--- src/rtl/seg7_scan_driver.sv ---
// Time-multiplexed N-digit 7-segment scan driver with leading-zero blanking and optional hex glyphs.
// Optional decimal-point lane is enabled by defining SEG7_SCAN_DP_EN.
module seg7_scan_driver #(
  parameter int unsigned NUM_DIGITS  = 4,
  parameter int unsigned REFRESH_DIV = 1000,
  parameter int unsigned HEX_MODE    = 0
) (
  input  logic                    clk,
  input  logic                    rst,
  input  logic [4*NUM_DIGITS-1:0] bcd_in,
  input  logic                    load,
  input  logic                    blank_lz,
`ifdef SEG7_SCAN_DP_EN
  input  logic [NUM_DIGITS-1:0]   dp_in,
  output logic                    dp,
`endif
  output logic [6:0]              segment,
  output logic [NUM_DIGITS-1:0]   digit_en
);

  localparam int unsigned SHADOW_W = 4 * NUM_DIGITS;
  localparam int unsigned PRE_W    = (REFRESH_DIV > 1) ? $clog2(REFRESH_DIV) : 1;
  localparam int unsigned IDX_W    = (NUM_DIGITS > 1) ? $clog2(NUM_DIGITS) : 1;

  logic [PRE_W-1:0]      pre_q, pre_d;
  logic [IDX_W-1:0]      idx_q, idx_d;
  logic [SHADOW_W-1:0]   shadow_q, shadow_d;
  logic [6:0]            segment_q, segment_d;
  logic [NUM_DIGITS-1:0] digit_en_q, digit_en_d;
  logic                  tick_c;

  logic [NUM_DIGITS-1:0] lz_zero_c;
  logic                  upper_zero_c;
  logic [3:0]            cur_code_c;
  logic                  cur_blank_c;

`ifdef SEG7_SCAN_DP_EN
  logic [NUM_DIGITS-1:0] shadow_dp_q, shadow_dp_d;
  logic                  dp_q, dp_d;
  logic                  cur_dp_c;
`endif

  // Segment glyph {a,b,c,d,e,f,g}; codes above 9 depend on HEX_MODE.
  function automatic logic [6:0] decode(input logic [3:0] code);
    logic [6:0] seg;
    seg = 7'b1111111;
    case (code)
      4'd0:    seg = 7'b1111110;
      4'd1:    seg = 7'b0110000;
      4'd2:    seg = 7'b1101101;
      4'd3:    seg = 7'b1111001;
      4'd4:    seg = 7'b0110011;
      4'd5:    seg = 7'b1011011;
      4'd6:    seg = 7'b1011111;
      4'd7:    seg = 7'b1110000;
      4'd8:    seg = 7'b1111111;
      4'd9:    seg = 7'b1111011;
      default: begin
        if (HEX_MODE != 0) begin
          case (code)
            4'd10:   seg = 7'b1110111;
            4'd11:   seg = 7'b0011111;
            4'd12:   seg = 7'b1001110;
            4'd13:   seg = 7'b0111101;
            4'd14:   seg = 7'b1001111;
            default: seg = 7'b1000111;
          endcase
        end
      end
    endcase
    return seg;
  endfunction

  // Prescaler and scan index.
  always_comb begin
    tick_c = (pre_q == PRE_W'(REFRESH_DIV - 1));
    pre_d  = tick_c ? '0 : pre_q + PRE_W'(1);
    idx_d  = idx_q;
    if (tick_c) begin
      if (idx_q == IDX_W'(NUM_DIGITS - 1)) begin
        idx_d = '0;
      end else begin
        idx_d = idx_q + IDX_W'(1);
      end
    end
  end

  // Shadow capture.
  always_comb begin
    shadow_d = load ? bcd_in : shadow_q;
`ifdef SEG7_SCAN_DP_EN
    shadow_dp_d = load ? dp_in : shadow_dp_q;
`endif
  end

  // lz_zero_c[i] is set when digits NUM_DIGITS-1 down to i are all zero.
  always_comb begin
    lz_zero_c    = '0;
    upper_zero_c = 1'b1;
    for (int i = NUM_DIGITS - 1; i >= 0; i--) begin
      upper_zero_c = upper_zero_c & (shadow_q[4*i +: 4] == 4'd0);
      lz_zero_c[i] = upper_zero_c;
    end
  end

  // Select the current digit and form the next output word.
  always_comb begin
    cur_code_c  = '0;
    cur_blank_c = 1'b0;
    digit_en_d  = '0;
`ifdef SEG7_SCAN_DP_EN
    cur_dp_c    = 1'b0;
`endif
    for (int i = 0; i < NUM_DIGITS; i++) begin
      if (idx_q == IDX_W'(i)) begin
        cur_code_c    = shadow_q[4*i +: 4];
        cur_blank_c   = blank_lz && (i != 0) && lz_zero_c[i];
        digit_en_d[i] = 1'b1;
`ifdef SEG7_SCAN_DP_EN
        cur_dp_c      = shadow_dp_q[i];
`endif
      end
    end
    segment_d = cur_blank_c ? 7'b0000000 : decode(cur_code_c);
`ifdef SEG7_SCAN_DP_EN
    dp_d = cur_dp_c;
`endif
  end

  always_ff @(posedge clk) begin
    if (rst) begin
      pre_q      <= '0;
      idx_q      <= '0;
      shadow_q   <= '0;
      segment_q  <= '0;
      digit_en_q <= '0;
`ifdef SEG7_SCAN_DP_EN
      shadow_dp_q <= '0;
      dp_q        <= 1'b0;
`endif
    end else begin
      pre_q      <= pre_d;
      idx_q      <= idx_d;
      shadow_q   <= shadow_d;
      segment_q  <= segment_d;
      digit_en_q <= digit_en_d;
`ifdef SEG7_SCAN_DP_EN
      shadow_dp_q <= shadow_dp_d;
      dp_q        <= dp_d;
`endif
    end
  end

  assign segment  = segment_q;
  assign digit_en = digit_en_q;
`ifdef SEG7_SCAN_DP_EN
  assign dp = dp_q;
`endif

endmodule

--- config.mk ---
export PLATFORM = sky130hd
export DESIGN_NAME = seg7_scan_driver
export DESIGN_NICKNAME = d
export VERILOG_FILES = /design/src/rtl/seg7_scan_driver.sv
export SDC_FILE = /design/constraint.sdc
export NUM_CORES = 1
export LEC_CHECK = 0
export CAP_MARGIN = 10
export CORE_ASPECT_RATIO = 1.25
export CORE_MARGIN = 1
export CORE_UTILIZATION = 50
export CTS_CLUSTER_DIAMETER = 60
export DETAILED_ROUTE_END_ITERATION = 8
export PLACE_DENSITY = 0.75
export SYNTH_ARGS = -nofsm -noshare
export SYNTH_HDL_FRONTEND = slang
export SYNTH_SLANG_ARGS = --single-unit
--- constraint.sdc ---
create_clock -name clk -period 2.2 [get_ports clk]
set_input_delay 0.44 -clock clk [delete_from_list [all_inputs] [get_ports clk]]
set_output_delay 0.44 -clock clk [all_outputs]
set_load 0.02 [all_outputs]
Yosys cells after proc, flatten, opt, wreduce, memory -nomap -nowiden
Index checks and enable logic that the tools add are counted.
W data, S select, Z words.
{"block": "op_classes", "reduce_logical": 10, "add_sub_neg": 2, "n_eq_ne": 12, "n_bitwise": 2, "mux": 13}
{"op": "$pmux W7 S9", "count": 1}
{"op": "$eq A4 B3 Y1 const B", "count": 4}
{"op": "$logic_not A4 Y1", "count": 4}
{"op": "$mux W4", "count": 4}
{"op": "$add A10 B1 Y10 const B", "count": 1}
{"op": "$eq A10 B10 Y1 const B", "count": 1}
{"op": "$eq A4 B2 Y1 const B", "count": 2}
{"op": "$mux W1", "count": 7}
{"op": "$eq A2 B2 Y1 const B", "count": 2}
{"op": "$eq A4 B1 Y1 const B", "count": 1}
{"op": "$eq A4 B4 Y1 const B", "count": 1}
{"op": "$reduce_or A2 Y1", "count": 2}
{"op": "$logic_and A1 B1 Y1", "count": 3}
{"op": "$add A2 B1 Y2 const B", "count": 1}
{"op": "$and A1 B1 Y1", "count": 2}
{"op": "$eq A2 B1 Y1 const B", "count": 1}
{"op": "$logic_not A2 Y1", "count": 1}
{"op": "$mux W2", "count": 1}
{"block": "word_totals", "reg_bits": 39, "word_cells": 44}

Logic depth before layout (Yosys ltp)
{"block": "logic_depth", "depth_word": 8, "depth_mapped": 8, "depth_no_buf": 6}

Least setup slack after synthesis
No wires, ideal clock.
{"block": "synth_path", "path_kind": "register to register", "startpoint": "register idx_q[0]", "endpoint": "register segment_q[0] (netlist: segment[0])", "synth_period_minus_slack_ps": 1847, "arrival_time_ps": 1710, "path_stages_with_launch": 9, "slack_ps": 353, "t_required_ps": 2062, "path_cell_list": "dfxtp_1 -> inv_1 -> ha_1 -> clkbuf_1 -> nor3b_1 -> a221o_1 -> buf_2 -> nor4_1 -> a211oi_1"}
{"block": "synth_between", "elab_chain_len": 7, "word_cells_on_any_way": 22}
{"item": "start: declaration", "line": "26", "source": "logic [IDX_W-1:0] idx_q, idx_d;"}
{"item": "start signal: assignment", "line": "143", "source": "idx_q <= idx_d;"}
{"item": "$logic_not A2 Y1", "line": "115", "source": "if (idx_q == IDX_W'(i)) begin"}
{"item": "$mux W4 (4 in series)", "line": "115"}
{"item": "$eq A4 B4 Y1 (tied with other cells)", "line": "47", "source": "case (code)"}
{"item": "$pmux W7 S9", "line": "47"}
{"item": "end signal: assignment", "line": "145", "source": "segment_q <= segment_d;"}
{"item": "end: declaration", "line": "28", "source": "logic [6:0] segment_q, segment_d;"}
Several ways; a longest one is shown, not always the timed one.
A chain may end at the register's enable or synchronous reset.

Worst setup path after layout
Ends and elaborated chain as after synthesis.

==> results_dict.tcl <==
set metrics [dict create \
    grt_pass1_wl_um 5499 \
    drc 0 \
    ff2ff_path_depth 5 \
    grt_overflow 0 \
    synth_ff_type "dfxtp_1" \
    cp-endpoint "segment[0]$_SDFF_PP0_" \
    fmax_mhz 481.3 \
    regToRegEndpoint "segment[0]$_SDFF_PP0_" \
    power_density_mw_per_mm2 695.2 \
    ctsHtreeMaxLevel 2 \
    io_buffers 30 \
    die-height_um 66.91 \
    grt_max_degree 17 \
    synth_top_area_share_pct 46.33 \
    final_net_count 231 \
    synthArstFlopShare_pct 0 \
    synth_top_cells_by_area "dfxtp_1, mux2i_1, nor2_1" \
    initial_core_util_pct 52.29 \
    grt_pass1_vias 1318 \
    die-area_mm2 0.003608 \
    start_kind "flip-flop" \
    io_pins 31 \
    yosysTopAreaCell "dfxtp_1" \
    clk_pin_slew_ns 0.07 \
    antenna_found_initial 0 \
    crit_start "idx_q[0]$_SDFFE_PP0P_" \
    synth_seq_cells 39 \
    yosysWarnings 0 \
    fin_crit_ns 2.078 \
    yosysUniqueCellTypes 31 \
    cts_resized 0 \
    arrival_ns 2.24 \
    fin_crit_sh_pct 94.44 \
    cts_hold_buf 0 \
    critPathCaptureType "flip-flop" \
    avgSynthCellArea_um2 9.522 \
    dpl.hpwl_um 2611 \
    hold_violations 0 \
    area_growth_pct 24.94 \
    outcome "finished, final reports clean" \
    post-route-util_pct 65.33 \
    setup_viol 0 \
    finalSetupTns_ns 0 \
    drive_gt1_share_pct 6.763 \
    synth_most_common_cell "dfxtp_1" \
    synth_seq_area_share_pct 46.33 \
    vias 1316 \
    die_x_um 53.93 \
    synth_nets 202 \
    maxSlewViolCount 0 \
    rows 23 \
    worst-endpoint-required_ns 2.36 \
    numCtsBuffers 5 \
    cts_setup_buffers 0 \
    viasPerCell 5.393 \
    cts_tree "yes" \
    critPathKind "flip-flop to flip-flop" \
    synth_enable_flop_cells 0 \
    reg2reg_from "idx_q[0]$_SDFFE_PP0P_" \
    gp_congestion 0.8720 \
    firstDrtPassIters 4 \
    grt_setup_unrepaired "no" \
    power_leakage_nw 0.8400 \
    synth_cells 177 \
    vdd_ir_drop_max_v 0.0005195 \
    rrSetupSlack_ns 0.12 \
    cts_buffer_depth 2 \
    path_max_fanout 15 \
    n_antenna_cell 0 \
    grt.total_usage_pct 21.54 \
    synth_common_cells "dfxtp_1, nor2_1, mux2i_1" \
    n_fill_cell 290 \
    worst_pin_slew_ns 0.5583 \
    cts.sinks 39 \
    cts_root_buf "clkbuf_8" \
    fin_worst_skew_ns 0.005064 \
    syn_area_mm2 0.001685 \
    insertion_delay_ns 0.29 \
    drt_iter0_drc 34 \
    relSlewSlack_pct 62.78 \
    drtAntennaViolNets 0 \
    drv_cap 0 \
    post_drt_wl_per_cell_um 14.07 \
    hp-class "flip-flop to flip-flop" \
    totalWireLength_um 3433 \
    core-area_mm2 0.003223 \
]
## how the worst min path moves through the flow
stage	start	to	slack, ns	depth (start not counted)
after floorplan	pre_q[0]$_SDFF_PP0_	pre_q[0]$_SDFF_PP0_	0.42	1
after global placement	pre_q[0]$_SDFF_PP0_	pre_q[0]$_SDFF_PP0_	0.43	1
after detailed placement	pre_q[0]$_SDFF_PP0_	pre_q[0]$_SDFF_PP0_	0.44	1
after CTS	pre_q[0]$_SDFF_PP0_	pre_q[0]$_SDFF_PP0_	0.45	1
after global routing	pre_q[0]$_SDFF_PP0_	pre_q[0]$_SDFF_PP0_	0.47	1
final	pre_q[0]$_SDFF_PP0_	pre_q[0]$_SDFF_PP0_	0.45	1
## logic make-up (layout without fill, tap and decap cells)
logic type / Yosys count / count (layout) / synth area share, %
xor+xnor: 10 / 10 / 5.196
compound gates: 19 / 19 / 8.611
fa+ha+maj: 5 / 5 / 3.712
mux: 18 / 18 / 10.69
flops: 39 / 39 / 46.33
simple gates: 69 / 69 / 21.23
buf+inv: 17 / 47 / 4.232
## layout make-up
type	instances	area [µm²]	share of cell area [%]
Multi-Input combinational cell	121	833.3	39.57
Inverter	6	22.52	1.070
Sequential cell	39	780.7	37.08
Tap cell	37	46.29	2.198
Clock buffer	8	100.1	4.753
Timing Repair Buffer	33	322.8	15.33
## placed cells by master (no fill, tap or decap)
| cell | count |
|---|---|
| nor3b_1 | 5 |
| clkbuf_1 | 1 |
| nand2_1 | 5 |
| a211oi_1 | 8 |
| nor3_1 | 3 |
| clkdlybuf4s50_1 | 30 |
| nor2_1 | 31 |
| a211o_1 | 1 |
| xor2_1 | 5 |
| mux2i_1 | 18 |
| a21oi_1 | 3 |
| nand4_2 | 1 |
| nor4_1 | 4 |
| ha_1 | 5 |
| nand2b_1 | 2 |
| nand4_1 | 1 |
| and2_1 | 1 |
| o21ai_1 | 1 |
| or4_4 | 1 |
| clkbuf_8 | 7 |
| dfxtp_1 | 39 |
| a31oi_1 | 2 |
| a21oi_2 | 1 |
| buf_4 | 3 |
| or3_1 | 1 |
| or2b_1 | 1 |
| nor2b_1 | 6 |
| nand3b_1 | 4 |
| nand3_1 | 3 |
| xnor2_1 | 5 |
| a221oi_2 | 1 |
| a221o_1 | 2 |
| inv_1 | 6 |
## layer usage
metal | track usage (%) | vias to the layer above | routed length [µm]
met2 | 38.58 | 30 | 1848
li1 | - | 666 | -
met4 | 10.20 | 0 | 62
met3 | 5.708 | 8 | 129
met5 | 0 | - | 0
met1 | 22.25 | 612 | 1393
## sequential cells by signal, summed over array words and instances, names as in the netlist
signal and flops:
segment 7, shadow_q 16, pre_q 10, idx_q 2, digit_en 4
## critical path, stage by stage, from the launching register on
cell      delay (ns)
dfxtp_1         0.39
ha_1            0.48
a211oi_1        0.09
a221o_1         0.46
nor4_1          0.43
a211oi_1        0.10
## power by group
part	internal [mW]	switching [mW]
combinational	0.0935	0.0822
clock	0.286	0.240
sequential	0.741	0.0214
## metrics by stage
| step | cells | setup WS, ns | area [µm²] | hold slack (ns) | total power [mW] |
|---|---|---|---|---|---|
| floorplan | 177 | 0.3527 | 1685 | 0.4175 | 0.8725 |
| global placement | 236 | 0.2939 | 2006 | 0.4300 | 0.9468 |
| detailed placement | 236 | 0.1778 | 2006 | 0.4433 | 0.9549 |
| CTS | 244 | 0.1733 | 2106 | 0.4533 | 1.471 |
| global route | 244 | 0.01975 | 2106 | 0.4689 | 1.521 |
| finish | 244 | 0.1223 | 2106 | 0.4496 | 1.464 |
Note: power is estimated with default switching activity, not from simulation.
